**src/rtl/demux1x2_reg.sv**
```systemverilog
// -----------------------------------------------------------------------------
// demux1x2_reg
//
// Registered 1-to-2 demultiplexer with valid/ready flow control. A word offered
// on d is steered to channel a (sel=0) or channel b (sel=1). Each channel holds
// one word in a single-entry register and counts the words it has delivered.
//
// Handshake semantics (all interfaces): a transfer happens on a rising edge of
// Clk when valid and ready are both 1 in the cycle before that edge. A valid
// that is raised stays up, with its payload stable, until the transfer happens.
// Ready may be raised or dropped freely and never depends on the same
// interface's valid.
//
// Ports:
//   Clk      in   clock, all state updates on rising edge
//   Rst      in   synchronous reset, active-low
//   d        in   input data word (DATAWIDTH)
//   sel      in   destination select: 0 -> channel a, 1 -> channel b
//   d_valid  in   producer offers d/sel this cycle
//   d_ready  out  block accepts d/sel this cycle (combinational)
//   a        out  channel a data register (DATAWIDTH)
//   a_valid  out  channel a holds an undelivered word (this is the FSM state)
//   a_ready  in   consumer a accepts the word this cycle
//   b        out  channel b data register (DATAWIDTH)
//   b_valid  out  channel b holds an undelivered word (this is the FSM state)
//   b_ready  in   consumer b accepts the word this cycle
//   a_count  out  words delivered on channel a, wraps (CNTWIDTH)
//   b_count  out  words delivered on channel b, wraps (CNTWIDTH)
// -----------------------------------------------------------------------------
module demux1x2_reg #(
  parameter int DATAWIDTH = 8,
  parameter int CNTWIDTH  = 8
) (
  input  logic                 Clk,
  input  logic                 Rst,
  input  logic [DATAWIDTH-1:0] d,
  input  logic                 sel,
  input  logic                 d_valid,
  output logic                 d_ready,
  output logic [DATAWIDTH-1:0] a,
  output logic                 a_valid,
  input  logic                 a_ready,
  output logic [DATAWIDTH-1:0] b,
  output logic                 b_valid,
  input  logic                 b_ready,
  output logic [CNTWIDTH-1:0]  a_count,
  output logic [CNTWIDTH-1:0]  b_count
);

  typedef enum logic {
    EMPTY = 1'b0,
    FULL  = 1'b1
  } chan_state_t;

  localparam logic [CNTWIDTH-1:0] CNT_ONE = CNTWIDTH'(1);

  chan_state_t a_state, a_state_nxt;
  chan_state_t b_state, b_state_nxt;

  logic acc;
  logic ld_a, ld_b;
  logic del_a, del_b;

  // The valid outputs are the channel state bits, so the FSM state is
  // directly observable on the ports.
  assign a_valid = (a_state == FULL);
  assign b_valid = (b_state == FULL);

  always_comb begin
    d_ready     = 1'b0;
    acc         = 1'b0;
    ld_a        = 1'b0;
    ld_b        = 1'b0;
    del_a       = 1'b0;
    del_b       = 1'b0;
    a_state_nxt = a_state;
    b_state_nxt = b_state;

    // A full target can still accept when its consumer is draining it in the
    // same cycle; this gives one word per cycle of pass-through throughput.
    if (sel) d_ready = Rst & ((b_state == EMPTY) | b_ready);
    else     d_ready = Rst & ((a_state == EMPTY) | a_ready);

    acc   = d_valid & d_ready;
    ld_a  = acc & ~sel;
    ld_b  = acc & sel;
    del_a = (a_state == FULL) & a_ready;
    del_b = (b_state == FULL) & b_ready;

    case (a_state)
      EMPTY:   if (ld_a) a_state_nxt = FULL;
      FULL:    if (del_a && !ld_a) a_state_nxt = EMPTY;
      default: a_state_nxt = EMPTY;
    endcase

    case (b_state)
      EMPTY:   if (ld_b) b_state_nxt = FULL;
      FULL:    if (del_b && !ld_b) b_state_nxt = EMPTY;
      default: b_state_nxt = EMPTY;
    endcase
  end

  always_ff @(posedge Clk) begin
    if (!Rst) begin
      a_state <= EMPTY;
      b_state <= EMPTY;
      a       <= '0;
      b       <= '0;
      a_count <= '0;
      b_count <= '0;
    end else begin
      a_state <= a_state_nxt;
      b_state <= b_state_nxt;
      // Data registers keep their last value after delivery; only a load
      // overwrites them.
      if (ld_a)  a <= d;
      if (ld_b)  b <= d;
      if (del_a) a_count <= a_count + CNT_ONE;
      if (del_b) b_count <= b_count + CNT_ONE;
    end
  end

endmodule

```
**config.mk**
```make
export PLATFORM = sky130hd
export DESIGN_NAME = demux1x2_reg
export DESIGN_NICKNAME = d
export VERILOG_FILES = /design/src/rtl/demux1x2_reg.sv
export SDC_FILE = /design/constraint.sdc
export NUM_CORES = 1
export LEC_CHECK = 0
export ABC_AREA = 0
export CORE_MARGIN = 1
export CORE_UTILIZATION = 47
export DETAILED_ROUTE_END_ITERATION = 10
export HOLD_SLACK_MARGIN = 0.08
export PLACE_DENSITY = 0.83
export RECOVER_POWER = 50
export SLEW_MARGIN = 20
export SYNTH_ARGS = -nofsm -noshare
export SYNTH_HDL_FRONTEND = slang
export SYNTH_SLANG_ARGS = --single-unit
```
**constraint.sdc**
```tcl
create_clock -name Clk -period 3.3 [get_ports Clk]
set_input_delay 0.66 -clock Clk [delete_from_list [all_inputs] [get_ports Clk]]
set_output_delay 0.66 -clock Clk [all_outputs]
set_load 0.03 [all_outputs]
```
==> results of run 1 <==
## cell usage in the layout (no fill, tap or decap)
cell,netlist,routed
a211oi_1,1,1
a21oi_1,30,30
and2b_1,1,1
and3_1,1,1
and3b_1,1,1
buf_4,0,3
clkbuf_1,7,2
clkbuf_4,0,5
clkbuf_8,0,1
clkdlybuf4s50_1,0,46
clkinv_1,1,1
clkinv_2,0,1
dfxtp_1,34,34
dlygate4sd3_1,0,1
ha_1,2,2
inv_1,4,4
nand2_1,6,6
nand2b_1,2,2
nand3_1,23,23
nand3b_1,1,1
nand4_1,4,4
nand4_2,2,2
nor2_1,5,5
nor2b_1,1,1
o21ai_0,22,22
o31ai_1,4,4
or3_1,6,6
or4_1,4,4
xnor2_1,2,2
xor2_1,2,2
## critical path, stage by stage
cell             delay, ns
clkdlybuf4s50_1       0.60
nor2b_1               0.09
buf_4                 0.17
a211oi_1              0.25
buf_4                 0.21
## registers in the layout (all words and copies together), names as in the netlist
register  count
b_count       8
a             8
b_valid       1
a_count       8
a_valid       1
b             8
## logic make-up after synthesis
group | share of synthesized area
DFF | 0.482
adders and majority gates | 0.0177
AOI/OAI and AO/OA | 0.211
buffers and inverters | 0.0355
and+or+nand+nor | 0.229
xor gates and xnor gates | 0.0248
## metal layers
metal	vias up	global-route usage	part of all wire
met5	-	0	0
met4	0	0.101	0.020
met3	8	0.0853	0.069
met2	48	0.406	0.51
met1	661	0.218	0.40
li1	712	-	-
## how the worst max path moves through the flow
stage          slack, ns  startpoint  cells after the start      end
4_1_cts             0.65     b_ready                      5  d_ready
5_1_grt             0.61     b_ready                      5  d_ready
2_1_floorplan       0.91     a_ready                      4  d_ready
6_report            0.65     b_ready                      5  d_ready
3_3_place_gp        0.72     b_ready                      5  d_ready
3_5_place_dp        0.67     b_ready                      5  d_ready
## per-stage QoR
stage / util / std cells / setup slack [ns] / power, uW
after floorplan: - / 167 / 0.905 / 474
after global placement: 0.684 / 241 / 0.721 / 516
after detailed placement: 0.684 / 241 / 0.674 / 518
after CTS: 0.706 / 249 / 0.651 / 756
after global routing: 0.704 / 249 / 0.608 / 778
final: 0.704 / 249 / 0.655 / 749
## layout make-up
class                   count  area [sq um]
flip-flops and latches     34           681
clock inverters             1          5.00
repair buffers             51           497
multi-input cells         120           681
inverters                   5          18.8
clock buffers               7          55.1
fillers                   241           830
well taps                  31          38.8
## power by group through the flow
stage | Sequential [uW] | Combinational, uW | Clock, uW
after floorplan | 449 | 25.0 | 0
after global placement | 433 | 82.6 | 0
after detailed placement | 434 | 84.3 | 0
after CTS | 424 | 84.7 | 247
after global routing | 426 | 89.4 | 264
final | 424 | 83.9 | 241
==> impl_metrics.ini, run 1 <==
[timing]
final.setup.tns_ns = 0
tightest_slew_ns = 1.40
rsz0062_at_grt = false
min_period_over_period = 0.802
max-slew-margin-rel = 0.0683
skew_ns = 0.00725
min_period_ns = 2.65
timing.hold.ws_ns = 0.483
setup_viol = 0
fmax_mhz = 378
maxSlewViolCount = 0
hold_viol = 0

[critical_path]
r2r_cells = 3
critPathArrivalTime_ns = 1.99
crit_fanout = 9
rr_startpoint = b_valid$_SDFF_PN0_
cp-end-kind = output pin
start_kind = input port
cp.required_ns = 2.64
critPathKind = input port to output pin
regToRegSetupSlack_ns = 1.90
crit-reg2reg-capture = b_count[7]$_SDFFE_PN0N_

[logic_synthesis]
synth_cell_types = 25
ys_warn_count = 0
post-synth-top-count-cell = dfxtp_1
netlist_top_cells_count = dfxtp_1 (34), a21oi_1 (30), nand3_1 (23)
synthesis.nets = 183
yosysTopAreaCellShare = 0.482
synthTopCellsByArea = dfxtp_1 (48%), a21oi_1 (11%), nand3_1 (8.2%)
synthArstFlopShare = 0
ys.flop_type = dfxtp_1
synth_seq_cells = 34
ys_seq_area_frac = 0.482
synth_top_area_cell = dfxtp_1
synth-edff-count = 0
syn-mean-instance-area_sq_um = 8.45
synthCells = 167
syn_area_sq_mm = 0.00141

[clock_tree]
clk_pin_slew_worst_paths_ns = 0.10
tritoncts = built
cts_buffer_depth = 2
cts_sinks = 34
ctsHoldBuffers = 0
cts_resized = 0
clockRootBuffer = clkbuf_4
cts_made_buffers = 5
clock_latency_ns = 0.34
htree_levels = 2
cts_setup_buffers = 0

[global_route]
grt_pass1_wl_um = 5460
track_usage = 0.221
grt_max_degree = 35
overflow = 0
antenna_found_initial = 0
grt_pass1_vias = 1315

[finish]
drive_gt1_frac = 0.0550
antennaDiodeCount = 0
fin_nets = 233
fin_area_sq_mm = 0.00198
syn_to_final_growth_pct = 40.0

[placement]
dpl-instance-area_sq_mm = 0.00192
gp_congestion = 0.793
dp_hpwl_um = 2470
io_buffers = 48

[die]
coreArea_sq_mm = 0.00281
initial_utilization = 0.503
die_w_um = 56.8
die_area_sq_mm = 0.00323
io_pins = 49
dieHeight_um = 56.8
row_count = 19

[job]
max_cap_viol_count = 0

[route]
first_pass_iters = 7
wl_um = 3330
dr_total_vias = 1429
wire_per_inst_um = 13.4
drc = 6
ant_nets = 0
dr.first_iter.drc_count = 28
via_per_inst = 5.74

[power]
p_leak_uw = 0.000651
p_int_uw = 558
swShare = 0.255
ir_drop_v = 0.000344
seq_power_share = 0.566
p_switching_uw = 191
clockPowerShare = 0.322
combPwrFrac = 0.112
cellPowerDensity_mw_per_mm2 = 379

[min_path]
hold_end = b[6]$_SDFFE_PN0P_
hold_class = register to register
holdPathStages = 2
worstHoldStart = b[6]$_SDFFE_PN0P_

[run_status]
violations = DRC
status = complete, but fails checks
(Power assumes the default switching activity.)
==> run 2: changes to the inputs <==
--- a/config.mk
+++ b/config.mk
@@ -7,10 +7,10 @@
 export LEC_CHECK = 0
 export ABC_AREA = 0
 export CORE_MARGIN = 1
-export CORE_UTILIZATION = 47
+export CORE_UTILIZATION = 40
 export DETAILED_ROUTE_END_ITERATION = 10
 export HOLD_SLACK_MARGIN = 0.08
-export PLACE_DENSITY = 0.83
+export PLACE_DENSITY = 0.75
 export RECOVER_POWER = 50
 export SLEW_MARGIN = 20
 export SYNTH_ARGS = -nofsm -noshare
==> constraint.sdc (replaced) <==
create_clock -name Clk -period 2.2 [get_ports Clk]
set_input_delay 0.44 -clock Clk [delete_from_list [all_inputs] [get_ports Clk]]
set_output_delay 0.44 -clock Clk [all_outputs]
set_load 0.03 [all_outputs]
==> run 2 against run 1 <==
  * The flow now finishes without violations
  * Worst setup slack got worse by 0.52 ns
  * Die area increased by 17%
  * First-iteration DRC count increased to 2.7 times the previous value
  * Non-clock buffer count increased by 2
  * Final area increased by 1.5%
  * Critical endpoint unchanged
==> impl_metrics.ini, run 2 (synthesized netlist as in run 1, its figures left out) <==
[run_status]
status = complete, no violations

[clock_tree]
cts_sinks = 34
clock_latency_ns = 0.34
cts_resized = 0
cts_setup_buffers = 0
cts_made_buffers = 5
tritoncts = built
htree_levels = 2
cts_buffer_depth = 2
clk_pin_slew_worst_paths_ns = 0.10
ctsHoldBuffers = 0
clockRootBuffer = clkbuf_4

[finish]
antennaDiodeCount = 0
fin_nets = 235
syn_to_final_growth_pct = 42.0
fin_area_sq_mm = 0.00200
instances_no_fill = 266
most-common-layout-cells = clkdlybuf4s50_1 (46), dfxtp_1 (34), a21oi_1 (30)
drive_gt1_frac = 0.0636
fill_cells = 328
layout_commonest_cell = clkdlybuf4s50_1

[placement]
gp_congestion = 0.780
dpl-instance-area_sq_mm = 0.00195
placed_cells = 258
io_buffers = 48
dp_hpwl_um = 2490

[timing]
hold_viol = 0
min_period_ns = 2.07
tightest_slew_ns = 0.677
setup_viol = 0
min_period_over_period = 0.939
timing.hold.ws_ns = 0.480
fmax_mhz = 484
maxSlewViolCount = 0
rsz0062_at_grt = false
final.setup.tns_ns = 0
max-slew-margin-rel = 0.548
skew_ns = 0.00533

[critical_path]
critPathKind = input port to output pin
cp-end-kind = output pin
r2r_cells = 3
critPathArrivalTime_ns = 1.63
slowest_delay_ns = 0.61
rr_startpoint = b_valid$_SDFF_PN0_
cp.required_ns = 1.76
regToRegSetupSlack_ns = 0.72
critPathSlowestCell = dlygate4sd3_1
crit-reg2reg-capture = b_count[7]$_SDFFE_PN0N_
crit_chain = dlygate4sd3_1 -> clkinv_1 -> a211oi_1 -> buf_4
crit_fanout = 5
start_kind = input port

[die]
die_area_sq_mm = 0.00377
dieHeight_um = 61.4
coreArea_sq_mm = 0.00336
row_count = 21
io_pins = 49
initial_utilization = 0.420
die_w_um = 61.4

[route]
dr.first_iter.drc_count = 75
dr_total_vias = 1443
first_pass_iters = 4
wire_per_inst_um = 12.8
drc = 0
via_per_inst = 5.42
wl_um = 3410
ant_nets = 0

[power]
p_switching_uw = 291
combPwrFrac = 0.114
cellPowerDensity_mw_per_mm2 = 564
ir_drop_v = 0.000339
p_int_uw = 840
seq_power_share = 0.563
swShare = 0.257
clockPowerShare = 0.323
p_leak_uw = 0.000659
power.total_uw = 1130

[min_path]
hold_end = b[0]$_SDFFE_PN0P_
hold_class = register to register
worstHoldStart = b[0]$_SDFFE_PN0P_
holdPathStages = 2

[global_route]
grt_max_degree = 35
grt_pass1_vias = 1337
overflow = 0
track_usage = 0.197
grt_pass1_wl_um = 5300
antenna_found_initial = 0

[job]
max_cap_viol_count = 0
[run 2: changes by cell type in the layout (fill, tap and decap cells not counted)]
cell and change:
clkbuf_1 -1, nand4_2 -1, clkbuf_2 +1, buf_4 +2, nand4_1 +1
[run 2: stage by stage]
| step | utilization | worst slack (ns) |
|---|---|---|
| detailed placement | 0.581 | 0.197 |
| floorplan | - | 0.173 |
| finish | 0.596 | 0.134 |
| CTS | 0.599 | 0.168 |
| global route | 0.596 | 0.0938 |
| global placement | 0.581 | 0.205 |
[run 2: worst max-delay path: cells and delay by family]
family	cells	cell delay [ns]
AO/OA/AOI/OAI	1	0.25
buffers and inverters	3	0.94
[run 2: routing by layer]
layer / share of wire / track usage
met5: 0 / 0
met4: 0.021 / 0.140
met3: 0.078 / 0.0567
met2: 0.48 / 0.329
met1: 0.42 / 0.215
[run 2: layout make-up]
type                    count  area (sq um)  share of cell area
well taps                  46          57.6              0.0287
multi-input cells         120           674               0.336
clock inverters             1          5.00             0.00250
inverters                   5          18.8             0.00936
clock buffers               7          55.1              0.0275
repair buffers             53           513               0.256
flip-flops and latches     34           681               0.340
[run 2: how the worst max path moves through the flow]
stage | from | endpoint | slack [ns] | cells after the start
6_report | Rst | d_ready | 0.13 | 4
5_1_grt | Rst | d_ready | 0.09 | 4
4_1_cts | a_ready | d_ready | 0.17 | 5
3_5_place_dp | a_ready | d_ready | 0.20 | 5
3_3_place_gp | a_ready | d_ready | 0.20 | 5
2_1_floorplan | b_valid$_SDFF_PN0_ | d_ready | 0.17 | 3
[run 2: power by group through the flow]
stage | clock network [uW] | registers [uW] | logic [uW]
4_1_cts | 373 | 637 | 130
2_1_floorplan | 0 | 674 | 37.5
3_3_place_gp | 0 | 650 | 127
3_5_place_dp | 0 | 651 | 129
5_1_grt | 389 | 638 | 138
6_report | 365 | 636 | 129
==> run 3: changes to the inputs <==
--- a/config.mk
+++ b/config.mk
@@ -5,12 +5,12 @@
 export SDC_FILE = /design/constraint.sdc
 export NUM_CORES = 1
 export LEC_CHECK = 0
-export ABC_AREA = 0
+export ABC_AREA = 1
 export CORE_MARGIN = 1
-export CORE_UTILIZATION = 40
+export CORE_UTILIZATION = 41
 export DETAILED_ROUTE_END_ITERATION = 10
 export HOLD_SLACK_MARGIN = 0.08
-export PLACE_DENSITY = 0.75
+export PLACE_DENSITY = 0.76
 export RECOVER_POWER = 50
 export SLEW_MARGIN = 20
 export SYNTH_ARGS = -nofsm -noshare
==> run 3 against run 2 <==
  * Via count is 2.4% lower
  * Fmax is 0.93% higher
  * Register-to-register slack better by 0.16 ns
  * Worst setup slack better by 0.019 ns
  * First-iteration DRC count is 55% lower
  * Non-clock buffer count is 3 lower
  * Clock-buffer cell count stayed put
  * Highest routed layer unchanged
==> impl_metrics.ini, run 3 <==
[global_route]
grt_max_degree = 24
antenna_found_initial = 0
grt_pass1_vias = 1182
grt_pass1_wl_um = 5010
track_usage = 0.167
overflow = 0

[critical_path]
critPathArrivalTime_ns = 1.61
cp.required_ns = 1.76
cp_top_family = buffers and inverters
slowest_delay_ns = 0.50
crit-reg2reg-capture = b_count[6]$_SDFFE_PN0N_
critPathKind = input port to output pin
rr_startpoint = b_count[0]$_SDFFE_PN0N_
crit_chain = clkdlybuf4s50_1 -> inv_1 -> nand3_1 -> nand2_1 -> nor2_4 -> buf_4
start_kind = input port
critPathSlowestCell = clkdlybuf4s50_1
cp-end-kind = output pin
r2r_cells = 9
path_buf_inv = 3
regToRegSetupSlack_ns = 0.88
crit_fanout = 9

[die]
initial_utilization = 0.436
die_area_sq_mm = 0.00388
die_w_um = 62.3
dieHeight_um = 62.3
coreArea_sq_mm = 0.00342
io_pins = 49
row_count = 21

[route]
top_layer = met4
routed-wl-met2_um = 1290
dr.first_iter.drc_count = 34
dr_total_vias = 1408
ant_nets = 0
dr_wl_met3_um = 182
drc = 0
met1_length_um = 1420
via_per_inst = 4.60
wire_per_inst_um = 9.63
first_pass_iters = 4
wl_um = 2950

[clock_tree]
tritoncts = built
clock_latency_ns = 0.33
clk_pin_slew_worst_paths_ns = 0.10
cts_made_buffers = 5
cts_setup_buffers = 0
cts_buffer_depth = 2
cts_sinks = 34
htree_levels = 2
ctsHoldBuffers = 0
cts_resized = 0
clockRootBuffer = clkbuf_4

[timing]
final.setup.tns_ns = 0
maxSlewViolCount = 0
tightest_slew_ns = 0.576
hold_viol = 0
fmax_mhz = 489
min_period_over_period = 0.930
rsz0062_at_grt = false
min_period_ns = 2.05
setup_viol = 0
max-slew-margin-rel = 0.615
skew_ns = 0.00805

[placement]
dp_hpwl_um = 2190
placed_cells = 298
io_buffers = 48
gp_congestion = 0.759

[power]
p_leak_uw = 0.000884
ir_drop_v = 0.000285
cellPowerDensity_mw_per_mm2 = 566

[logic_synthesis]
syn-mean-instance-area_sq_um = 7.16
ys_warn_count = 0
synth_seq_cells = 34
yosysTopAreaCellShare = 0.457
synthCells = 208
synthTopCellsByArea = dfxtp_1 (46%), nor2_1 (15%), nand2_1 (8.3%)
synth_top_area_cell = dfxtp_1
synth_cell_types = 22
ys_seq_area_frac = 0.457
ys.flop_type = dfxtp_1
synthArstFlopShare = 0
synthesis.nets = 224
netlist_top_cells_count = nor2_1 (58), dfxtp_1 (34), nand2_1 (33)
post-synth-top-count-cell = nor2_1
synth-edff-count = 0
syn_area_sq_mm = 0.00149

[min_path]
hold_class = register to register
holdPathStages = 2
worstHoldStart = a[5]$_SDFFE_PN0P_
hold_end = a[5]$_SDFFE_PN0P_

[finish]
layout_commonest_cell = nor2_1
drive_gt1_frac = 0.0654
syn_to_final_growth_pct = 37.7
fin_nets = 275
most-common-layout-cells = nor2_1 (62), clkdlybuf4s50_1 (45), dfxtp_1 (34)
antennaDiodeCount = 0
instances_no_fill = 306

[run_status]
status = complete, no violations

[job]
max_cap_viol_count = 0
[run 3: changes by cell type after synthesis, sizes merged, moves of 2 or more]
cell and delta:
nor2 +60, nand2 +27, inv +23, a21oi -19
o21ai -18, nand3 -13, clkbuf -6, nand4 +6
or3 -6, buf +4, o31ai -4, or4 -4
nand2b -2
[run 3: cells by family (layout without fill, tap and decap cells)]
group | Yosys count | in the layout | share of synthesized area
AOI/OAI and AO/OA | 15 | 15 | 0.0529
DFF | 34 | 34 | 0.457
buffers and inverters | 33 | 85 | 0.0916
xor gates and xnor gates | 4 | 4 | 0.0235
and+or+nand+nor | 120 | 120 | 0.358
adders and majority gates | 2 | 2 | 0.0168
[run 3: layout make-up]
cell class              count  area (sq um)
fillers                   351          1370
flip-flops and latches     34           681
multi-input cells         141           658
repair buffers             50           493
inverters                  27           101
well taps                  46          57.6
clock buffers               7          55.1
clock inverters             1          5.00
[run 3: how the worst max path moves through the flow]
stage                     startpoint  cells after the start  slack, ns      end
final                        b_ready                      6       0.15  d_ready
after global routing         b_ready                      6        0.1  d_ready
after CTS                    b_ready                      6       0.07  d_ready
after detailed placement     b_ready                      6       0.09  d_ready
after global placement       b_ready                      6       0.10  d_ready
after floorplan                  Rst                      3       0.71  d_ready
[run 3: worst reg2reg max path, delay by kind of cell (launching register included)]
kind	cells	cell delay [ns]
adders and majority gates	1	0.16
and+or+nand+nor	6	0.65
buffers and inverters	2	0.07
DFF	1	0.38
[run 3: metal layers]
| layer | global-route usage | vias to the layer above |
|---|---|---|
| met5 | 0 | - |
| met3 | 0.0588 | 6 |
| li1 | - | 748 |
| met1 | 0.208 | 610 |
| met2 | 0.257 | 44 |
| met4 | 0.0785 | 0 |
[run 3: metrics by stage]
stage | worst slack [ns] | hold WS (ns) | total power, uW | utilization | instance area (sq um)
finish | 0.153 | 0.491 | 1160 | 0.600 | 2050
floorplan | 0.707 | 0.606 | 750 | - | 1490
CTS | 0.0716 | 0.495 | 1180 | 0.604 | 2060
global placement | 0.103 | 0.471 | 817 | 0.587 | 2000
detailed placement | 0.0901 | 0.478 | 819 | 0.587 | 2000
global route | 0.0989 | 0.517 | 1230 | 0.600 | 2050
[run 3: report_power, final]
part           leakage, uW  switching, uW  internal (uW)
sequential        0.000276           10.6            631
clock            0.0000353            203            155
combinational     0.000573           91.4           68.9
total             0.000884            305            855
